`src/rtl/sseg_rx.sv`:
```
// Seven-segment display bus receiver: recovers digit values and complete
// four-digit frames from a multiplexed, active-low segment/anode bus.
module sseg_rx #(
    parameter int STABLE = 8
) (
    input  logic        clk,
    input  logic        reset,
    input  logic [7:0]  hex,
    input  logic [3:0]  an,
    output logic [3:0]  num,
    output logic        dp,
    output logic        sign,
    output logic        err,
    output logic [1:0]  digit,
    output logic        valid,
    output logic [15:0] frame,
    output logic        frame_err,
    output logic        frame_valid
);

    localparam logic [7:0] STABLE_C = 8'(STABLE);

    logic [7:0]  hex_p0, hex_p1;
    logic [3:0]  an_p0, an_p1;
    logic [7:0]  cnt;
    logic [3:0]  mask;
    logic [15:0] slot_num;
    logic [3:0]  slot_err;

    logic        clear_cnt;
    logic        hit;
    logic [5:0]  dec;
    logic [1:0]  idx;
    logic [3:0]  sel_bit;
    logic [3:0]  base;
    logic [15:0] frame_next;
    logic [3:0]  ferr_vec;

    function automatic logic onehot_low(input logic [3:0] a);
        return (a == 4'b1110) || (a == 4'b1101) || (a == 4'b1011) || (a == 4'b0111);
    endfunction

    // Result packing is {err, sign, num}.
    function automatic logic [5:0] decode(input logic [6:0] seg);
        case (seg)
            7'h40:   decode = 6'h00;
            7'h79:   decode = 6'h01;
            7'h24:   decode = 6'h02;
            7'h30:   decode = 6'h03;
            7'h19:   decode = 6'h04;
            7'h12:   decode = 6'h05;
            7'h02:   decode = 6'h06;
            7'h78:   decode = 6'h07;
            7'h00:   decode = 6'h08;
            7'h10:   decode = 6'h09;
            7'h08:   decode = 6'h0A;
            7'h03:   decode = 6'h0B;
            7'h27:   decode = 6'h0C;
            7'h21:   decode = 6'h0D;
            7'h06:   decode = 6'h0E;
            7'h0E:   decode = 6'h0F;
            7'h3F:   decode = 6'b010000;
            default: decode = 6'b100000;
        endcase
    endfunction

    function automatic logic [1:0] sel_index(input logic [3:0] a);
        case (a)
            4'b1101: sel_index = 2'd1;
            4'b1011: sel_index = 2'd2;
            4'b0111: sel_index = 2'd3;
            default: sel_index = 2'd0;
        endcase
    endfunction

    // Stage p0 holds the value the synchronized bus takes next cycle, so
    // the counter reflects the stability of the value it is updated into.
    assign clear_cnt = ({an_p0, hex_p0} != {an_p1, hex_p1}) || !onehot_low(an_p0);
    assign hit       = !clear_cnt && (cnt == STABLE_C - 8'd1);
    assign dec       = decode(hex_p1[6:0]);
    assign idx       = sel_index(an_p1);
    assign sel_bit   = 4'b0001 << idx;
    assign base      = {idx, 2'b00};

    // Frame assembly includes the capture happening in this same cycle.
    always_comb begin
        frame_next = slot_num;
        ferr_vec   = slot_err;
        frame_next[base +: 4] = dec[3:0];
        ferr_vec[idx]         = dec[5] | dec[4];
    end

    always_ff @(posedge clk) begin
        if (reset) begin
            hex_p0      <= 8'hFF;
            hex_p1      <= 8'hFF;
            an_p0       <= 4'hF;
            an_p1       <= 4'hF;
            cnt         <= 8'd0;
            valid       <= 1'b0;
            num         <= 4'd0;
            dp          <= 1'b0;
            sign        <= 1'b0;
            err         <= 1'b0;
            digit       <= 2'd0;
            mask        <= 4'd0;
            slot_num    <= 16'd0;
            slot_err    <= 4'd0;
            frame       <= 16'd0;
            frame_err   <= 1'b0;
            frame_valid <= 1'b0;
        end else begin
            // Synchronizer stages p0 -> p1
            hex_p0 <= hex;
            hex_p1 <= hex_p0;
            an_p0  <= an;
            an_p1  <= an_p0;

            if (clear_cnt)
                cnt <= 8'd0;
            else if (cnt != STABLE_C)
                cnt <= cnt + 8'd1;

            valid       <= hit;
            frame_valid <= 1'b0;

            // Capture stage: digit outputs and frame slots
            if (hit) begin
                num   <= dec[3:0];
                sign  <= dec[4];
                err   <= dec[5];
                dp    <= ~hex_p1[7];
                digit <= idx;
                slot_num[base +: 4] <= dec[3:0];
                slot_err[idx]       <= dec[5] | dec[4];
                if ((mask | sel_bit) == 4'hF) begin
                    frame_valid <= 1'b1;
                    frame       <= frame_next;
                    frame_err   <= |ferr_vec;
                    mask        <= 4'd0;
                end else begin
                    mask <= mask | sel_bit;
                end
            end
        end
    end

endmodule

```
`config.mk`:
```
export PLATFORM = sky130hd
export DESIGN_NAME = sseg_rx
export DESIGN_NICKNAME = d
export VERILOG_FILES = /design/src/rtl/sseg_rx.sv
export SDC_FILE = /design/constraint.sdc
export NUM_CORES = 1
export LEC_CHECK = 0
export BUFFER_PORTS_ARGS = -buffer_cell sky130_fd_sc_hd__buf_2
export CORE_MARGIN = 1
export CORE_UTILIZATION = 40
export DETAILED_ROUTE_END_ITERATION = 6
export GPL_ROUTABILITY_DRIVEN = 0
export MAX_ROUTING_LAYER = met4
export PLACE_DENSITY = 0.56
export SYNTH_ARGS = -nofsm -noshare
export SYNTH_HDL_FRONTEND = slang
export SYNTH_SLANG_ARGS = --single-unit
```
`constraint.sdc`:
```
create_clock -name clk -period 7.2 [get_ports clk]
set_clock_uncertainty 0.2 [all_clocks]
set_input_delay 0.72 -clock clk [delete_from_list [all_inputs] [get_ports clk]]
set_output_delay 0.72 -clock clk [all_outputs]
set_load 0.1 [all_outputs]
```
== Yosys cells after proc, flatten, opt, wreduce, memory -nomap -nowiden ==
Index checks and enable logic that the tools add are counted.
Storage, ports and cells
  register bits after elaboration: 84
  output and inout port bits: 28
  word-level logic and storage cells: 76
  input bits: 14
Operators by class
  multiplexer cells: 8
  order comparisons: 2
  $add $sub $neg: 2
  bitwise gates (word level): 4
  reductions and logical operators: 13
  shift operators: 3
  equal/unequal tests: 27
Operator list (count)
  $pmux 6 s17: 1
  $eq 7x6->1 const B: 5
  $eq 4x4->1 const B: 6
  $eq 7x5->1 const B: 3
  $eq 7x7->1 const B: 3
  $bwmux 16: 1
  $shift 4x6->16 const A: 1
  $shiftx 4x6->16: 1
  $eq 7x2->1 const B: 2
  $eq 7x4->1 const B: 2
  $ne 12x12->1: 1
  $add 8x1->8 const B: 1
  $eq 4x3->1 const B: 2
  $eq 8x3->1 const B: 1
  $ne 8x4->1 const B: 1
  $eq 7x3->1 const B: 1
  $logic_not 7->1: 1
  $neg 4->6: 1
  $pmux 2 s3: 1
  $bwmux 4: 1
  $logic_or 1x1->1: 4
  $mux 4: 1
  $or 4x4->4: 1
  $reduce_or 2->1: 2
  11 further kinds: 15

== Logic depth before layout (Yosys ltp) ==
  word-level depth: 10
  mapped depth: 11
  depth with buffers taken out: 9

== Least setup slack after synthesis ==
No wires, ideal clock.
  path type: reg-to-reg
  from: register an_p1[3]
  to: register slot_num[0]
  required time: 6940 ps
  path buffers: 1
  arrival: 2288 ps
  setup slack: 4652 ps
  period minus slack after synthesis: 2548 ps
  library setup time: 60 ps
  cell stages (with the launch flop): 10
  path through: dfxtp_1 -> xor2_1 -> and3_1 -> inv_1 -> ha_1 -> clkbuf_1 -> inv_1 -> or3_1 -> nor3_1 -> a22o_1
Between the ends
  longest elaborated chain between the ends: 5
  elaborated cells between the ends (all ways): 12
  those cells by class: add/sub (1); eq/ne (4); shift (2); mux (2); reduce/logical (3)
RTL lines
  start, declared: RTL line 24  | logic [3:0] an_p0, an_p1;
  start signal, assigned: RTL line 117  | an_p1 <= an_p0;
  $eq 4x3->1 / $eq 4x4->1 (equally long branches): RTL line 68  | case (a)
  $pmux 2 s3 *: RTL line 68
  named net idx[1]: RTL line 33  | logic [1:0] idx;
  $neg 4->6 *: RTL line 134  | slot_num[base +: 4] <= dec[3:0];
  $shiftx 4x6->16 / $shift 4x6->16 (equally long branches): RTL line 134
  $bwmux 16 *: RTL line 134
  end signal, assigned by index: RTL line 134
  end, declared: RTL line 27  | logic [15:0] slot_num;
Mark *: on every way through the listed nets, which the timed path passes. The rest lies on a longest branch.
A chain may end at the register's enable or synchronous reset.

== Worst setup path in the final report ==
  from: register an_p1[3]
  to: register frame[6]
Between the ends
  longest elaborated chain between the ends: 6
  elaborated cells between the ends (all ways): 16
  those cells by class: add/sub (1); eq/ne (5); shift (3); mux (2); bitwise (1); reduce/logical (4)
RTL lines
  $eq 4x3->1 / $eq 4x4->1 (equally long branches): RTL line 68
  $pmux 2 s3 *: RTL line 68
  named net idx[0]: RTL line 33
  branches (longest 4 deep; another with $neg 4->6)
  end signal, assigned: RTL line 138  | frame <= frame_next;
  end, declared: RTL line 16  | output logic [15:0] frame,
Mark *: on every way through the listed nets, which the timed path passes.

==> flow_metrics.py <==
metrics = {
    "clock_tree": {
        "hold_buffers": 0,
        "clock-sinks": 84,
        "clkTransAtPathRegs_ns": 0.08,
        "clk_latency_ns": 0.36,
        "cts_resized": 0,
        "htreeDepth": 3,
        "cts_tree": "done",
        "cts_made_buffers": 9,
        "post_cts_buffers": 0,
        "cts-root-buf": "clkbuf_8",
        "clockBufferDepth": 2,
    },
    "cells_and_area": {
        "multiInputGateArea_sq_mm": 0.001959,
        "nets": 463,
        "area_growth_pct": 11.17,
        "drive_above_1_share_pct": 21.12,
        "layout_common_cells": "dfxtp_1 (84), buf_2 (41), nor2_1 (40)",
        "final_common_cell": "dfxtp_1",
        "fill_cells": 955,
        "num_antenna_cells": 0,
        "fin_cells": 574,
        "register_area_sq_mm": 0.001682,
    },
    "worst_setup_path": {
        "crit_required_ns": 7.28,
        "worstSetupPathType": "reg -> reg",
        "endpoint_kind": "flop",
        "cp.arrival_ns": 3.14,
        "start_kind": "flop",
        "cp_max_fo": 18,
    },
    "floorplan": {
        "core_sq_mm": 0.009284,
        "floorplan.rows": 35,
        "start_util_pct": 41.51,
        "die_x_um": 100.2,
        "die_area_sq_mm": 0.01003,
        "die_height_um": 100.2,
        "io_pins": 42,
    },
    "detailed_routing": {
        "drcViolationCount": 0,
        "drt-vias-per-instance": 5.105,
        "wl_um": 8159,
        "firstDrtPassIters": 4,
        "dr_total_vias": 2930,
        "wire_per_inst_um": 14.21,
        "ant_nets": 0,
        "drt_iter0_drc": 103,
    },
    "power": {
        "irDropWorstVdd_uv": 123.4,
        "p_per_area_mw_per_mm2": 195.2,
        "leakage_nw": 1.718,
    },
    "grt": {
        "antenna_found_initial": 0,
        "first_global_vias": 2717,
        "grt_max_degree": 65,
        "grt_pass1_wl_um": 13550,
        "grt_remaining_overflow": 0,
        "grtUsageTotal_pct": 17.87,
    },
    "timing": {
        "rsz0062_at_grt": "false",
        "worst_pin_slew_ns": 0.8443,
        "tns_ns": 0,
        "period_needed_ns": 3.058,
        "slew_viol_final": 0,
        "max_slew_margin_pct": 43.59,
        "finalHoldViolCount": 0,
        "fmaxAchievable_ghz": 0.3270,
        "setup_violations": 0,
        "fin_crit_sh_pct": 42.47,
    },
    "placed_design": {
        "portBuffers": 41,
        "place_inst": 558,
        "dp.final_hpwl_um": 5672,
    },
    "yosys": {
        "yosysWarnings": 0,
        "synth_edf_count": 0,
        "seq_area_frac_synth_pct": 43.64,
        "netlist_instances": 409,
        "ys_seq_elements": 84,
        "synth_nets": 432,
        "async_flop_share_pct": 0,
        "yosysTopAreaCell": "dfxtp_1",
        "synth.distinct_cells": 58,
        "synth_ff_type": "dfxtp_1",
        "synth_area_leaders": "dfxtp_1 (44%), mux2i_1 (4.7%), nor2_1 (3.9%)",
        "syn_avg_cell_area_sq_um": 9.422,
        "synth_top_cell_area_share_pct": 43.64,
        "syn_area_sq_mm": 0.003854,
    },
    "job": {
        "drv_cap": 0,
    },
    "min_path": {
        "hold_path.class": "reg -> reg",
    },
    "run_status": {
        "status": "finished clean",
    },
}
[through the flow]
stage / util (%) / power [mW] / setup WS [ns] / area, sq um / hold WS, ns
after CTS: 46.15 / 0.8478 / 4.115 / 4284 / 0.2661
after floorplan: - / 0.5279 / 4.652 / 3854 / 0.2350
after detailed placement: 44.22 / 0.5412 / 4.141 / 4105 / 0.2488
after global routing: 46.15 / 0.8770 / 3.823 / 4284 / 0.2821
after global placement: 44.22 / 0.5405 / 4.194 / 4105 / 0.2495
final: 46.15 / 0.8364 / 4.142 / 4284 / 0.2663
[synth_stat cells, types with 4 or more instances]
| master | count |
|---|---|
| nand4_1 | 4 |
| a211oi_1 | 5 |
| a21o_1 | 4 |
| nor2_1 | 40 |
| a22o_1 | 5 |
| nor2b_1 | 4 |
| inv_1 | 24 |
| a32o_1 | 13 |
| and3_1 | 7 |
| mux2i_1 | 18 |
| xor2_1 | 13 |
| or3_1 | 4 |
| nand2b_1 | 10 |
| nand3_1 | 10 |
| dfxtp_1 | 84 |
| ha_1 | 9 |
| xnor2_1 | 11 |
| nand2_1 | 10 |
| clkbuf_1 | 9 |
| a311oi_1 | 4 |
| a21oi_1 | 14 |
| o22ai_1 | 10 |
| or2_2 | 24 |
| buf_2 | 8 |
| nor3_1 | 12 |
[final cells by class]
| cell class | count | share of cell area (%) |
|---|---|---|
| multi-input cells | 279 | 45.74 |
| flip-flops and latches | 84 | 39.25 |
| repair buffers | 42 | 4.965 |
| well taps | 129 | 3.768 |
| clock buffers | 11 | 3.300 |
| inverters | 24 | 2.103 |
| clock inverters | 5 | 0.8762 |
[power breakdown]
part           total [mW]  internal [mW]  switching [mW]  leakage (nW)
Combinational      0.0498         0.0213          0.0286         0.950
Sequential          0.480          0.470         0.00985         0.682
Clock               0.306          0.135           0.171        0.0855
Total               0.836          0.627           0.209          1.72
[layer usage]
metal | routed length (um) | track usage (%) | vias to the layer above
met5 | 0 | - | -
met4 | 69 | 4.348 | 0
li1 | - | - | 1510
met2 | 3489 | 25.92 | 65
met3 | 457 | 4.805 | 6
met1 | 4143 | 24.65 | 1349
[kinds of logic after synthesis]
kind of cell	synth area share [%]
xor+xnor	5.455
flops	43.64
mux	4.675
simple gates	22.66
buf+inv	5.519
fa+ha+maj	2.922
compound gates	15.13
[critical path, cell delays in order, from the launching register on]
cell	delay, ns
dfxtp_1	0.43
xor2_1	0.16
nand3_1	0.21
inv_1	0.26
ha_1	0.32
o22ai_1	0.11
nor2_1	0.18
nand4_2	0.61
a21o_1	0.38
a31oi_1	0.12
[registers in the layout, summed over array words and instances (netlist names)]
| register | flops |
|---|---|
| sign | 1 |
| slot_err | 4 |
| slot_num | 16 |
| mask | 4 |
| frame | 16 |
| hex_p1 | 8 |
| num | 4 |
| dp | 1 |
| digit | 2 |
| an_p1 | 4 |
| valid | 1 |
| frame_err | 1 |
| err | 1 |
| cnt | 8 |
| hex_p0 | 8 |
| an_p0 | 4 |
| frame_valid | 1 |
[worst paths after layout]
path         depth (start not counted)         to       from  slack [ns]
max                                  9   frame[6]   an_p1[3]        4.14
min                                  1  hex_p1[2]  hex_p0[2]        0.27
max reg2reg                          9   frame[6]   an_p1[3]        4.14
min reg2reg                          1  hex_p1[2]  hex_p0[2]        0.27
(Power assumes the default switching activity.)
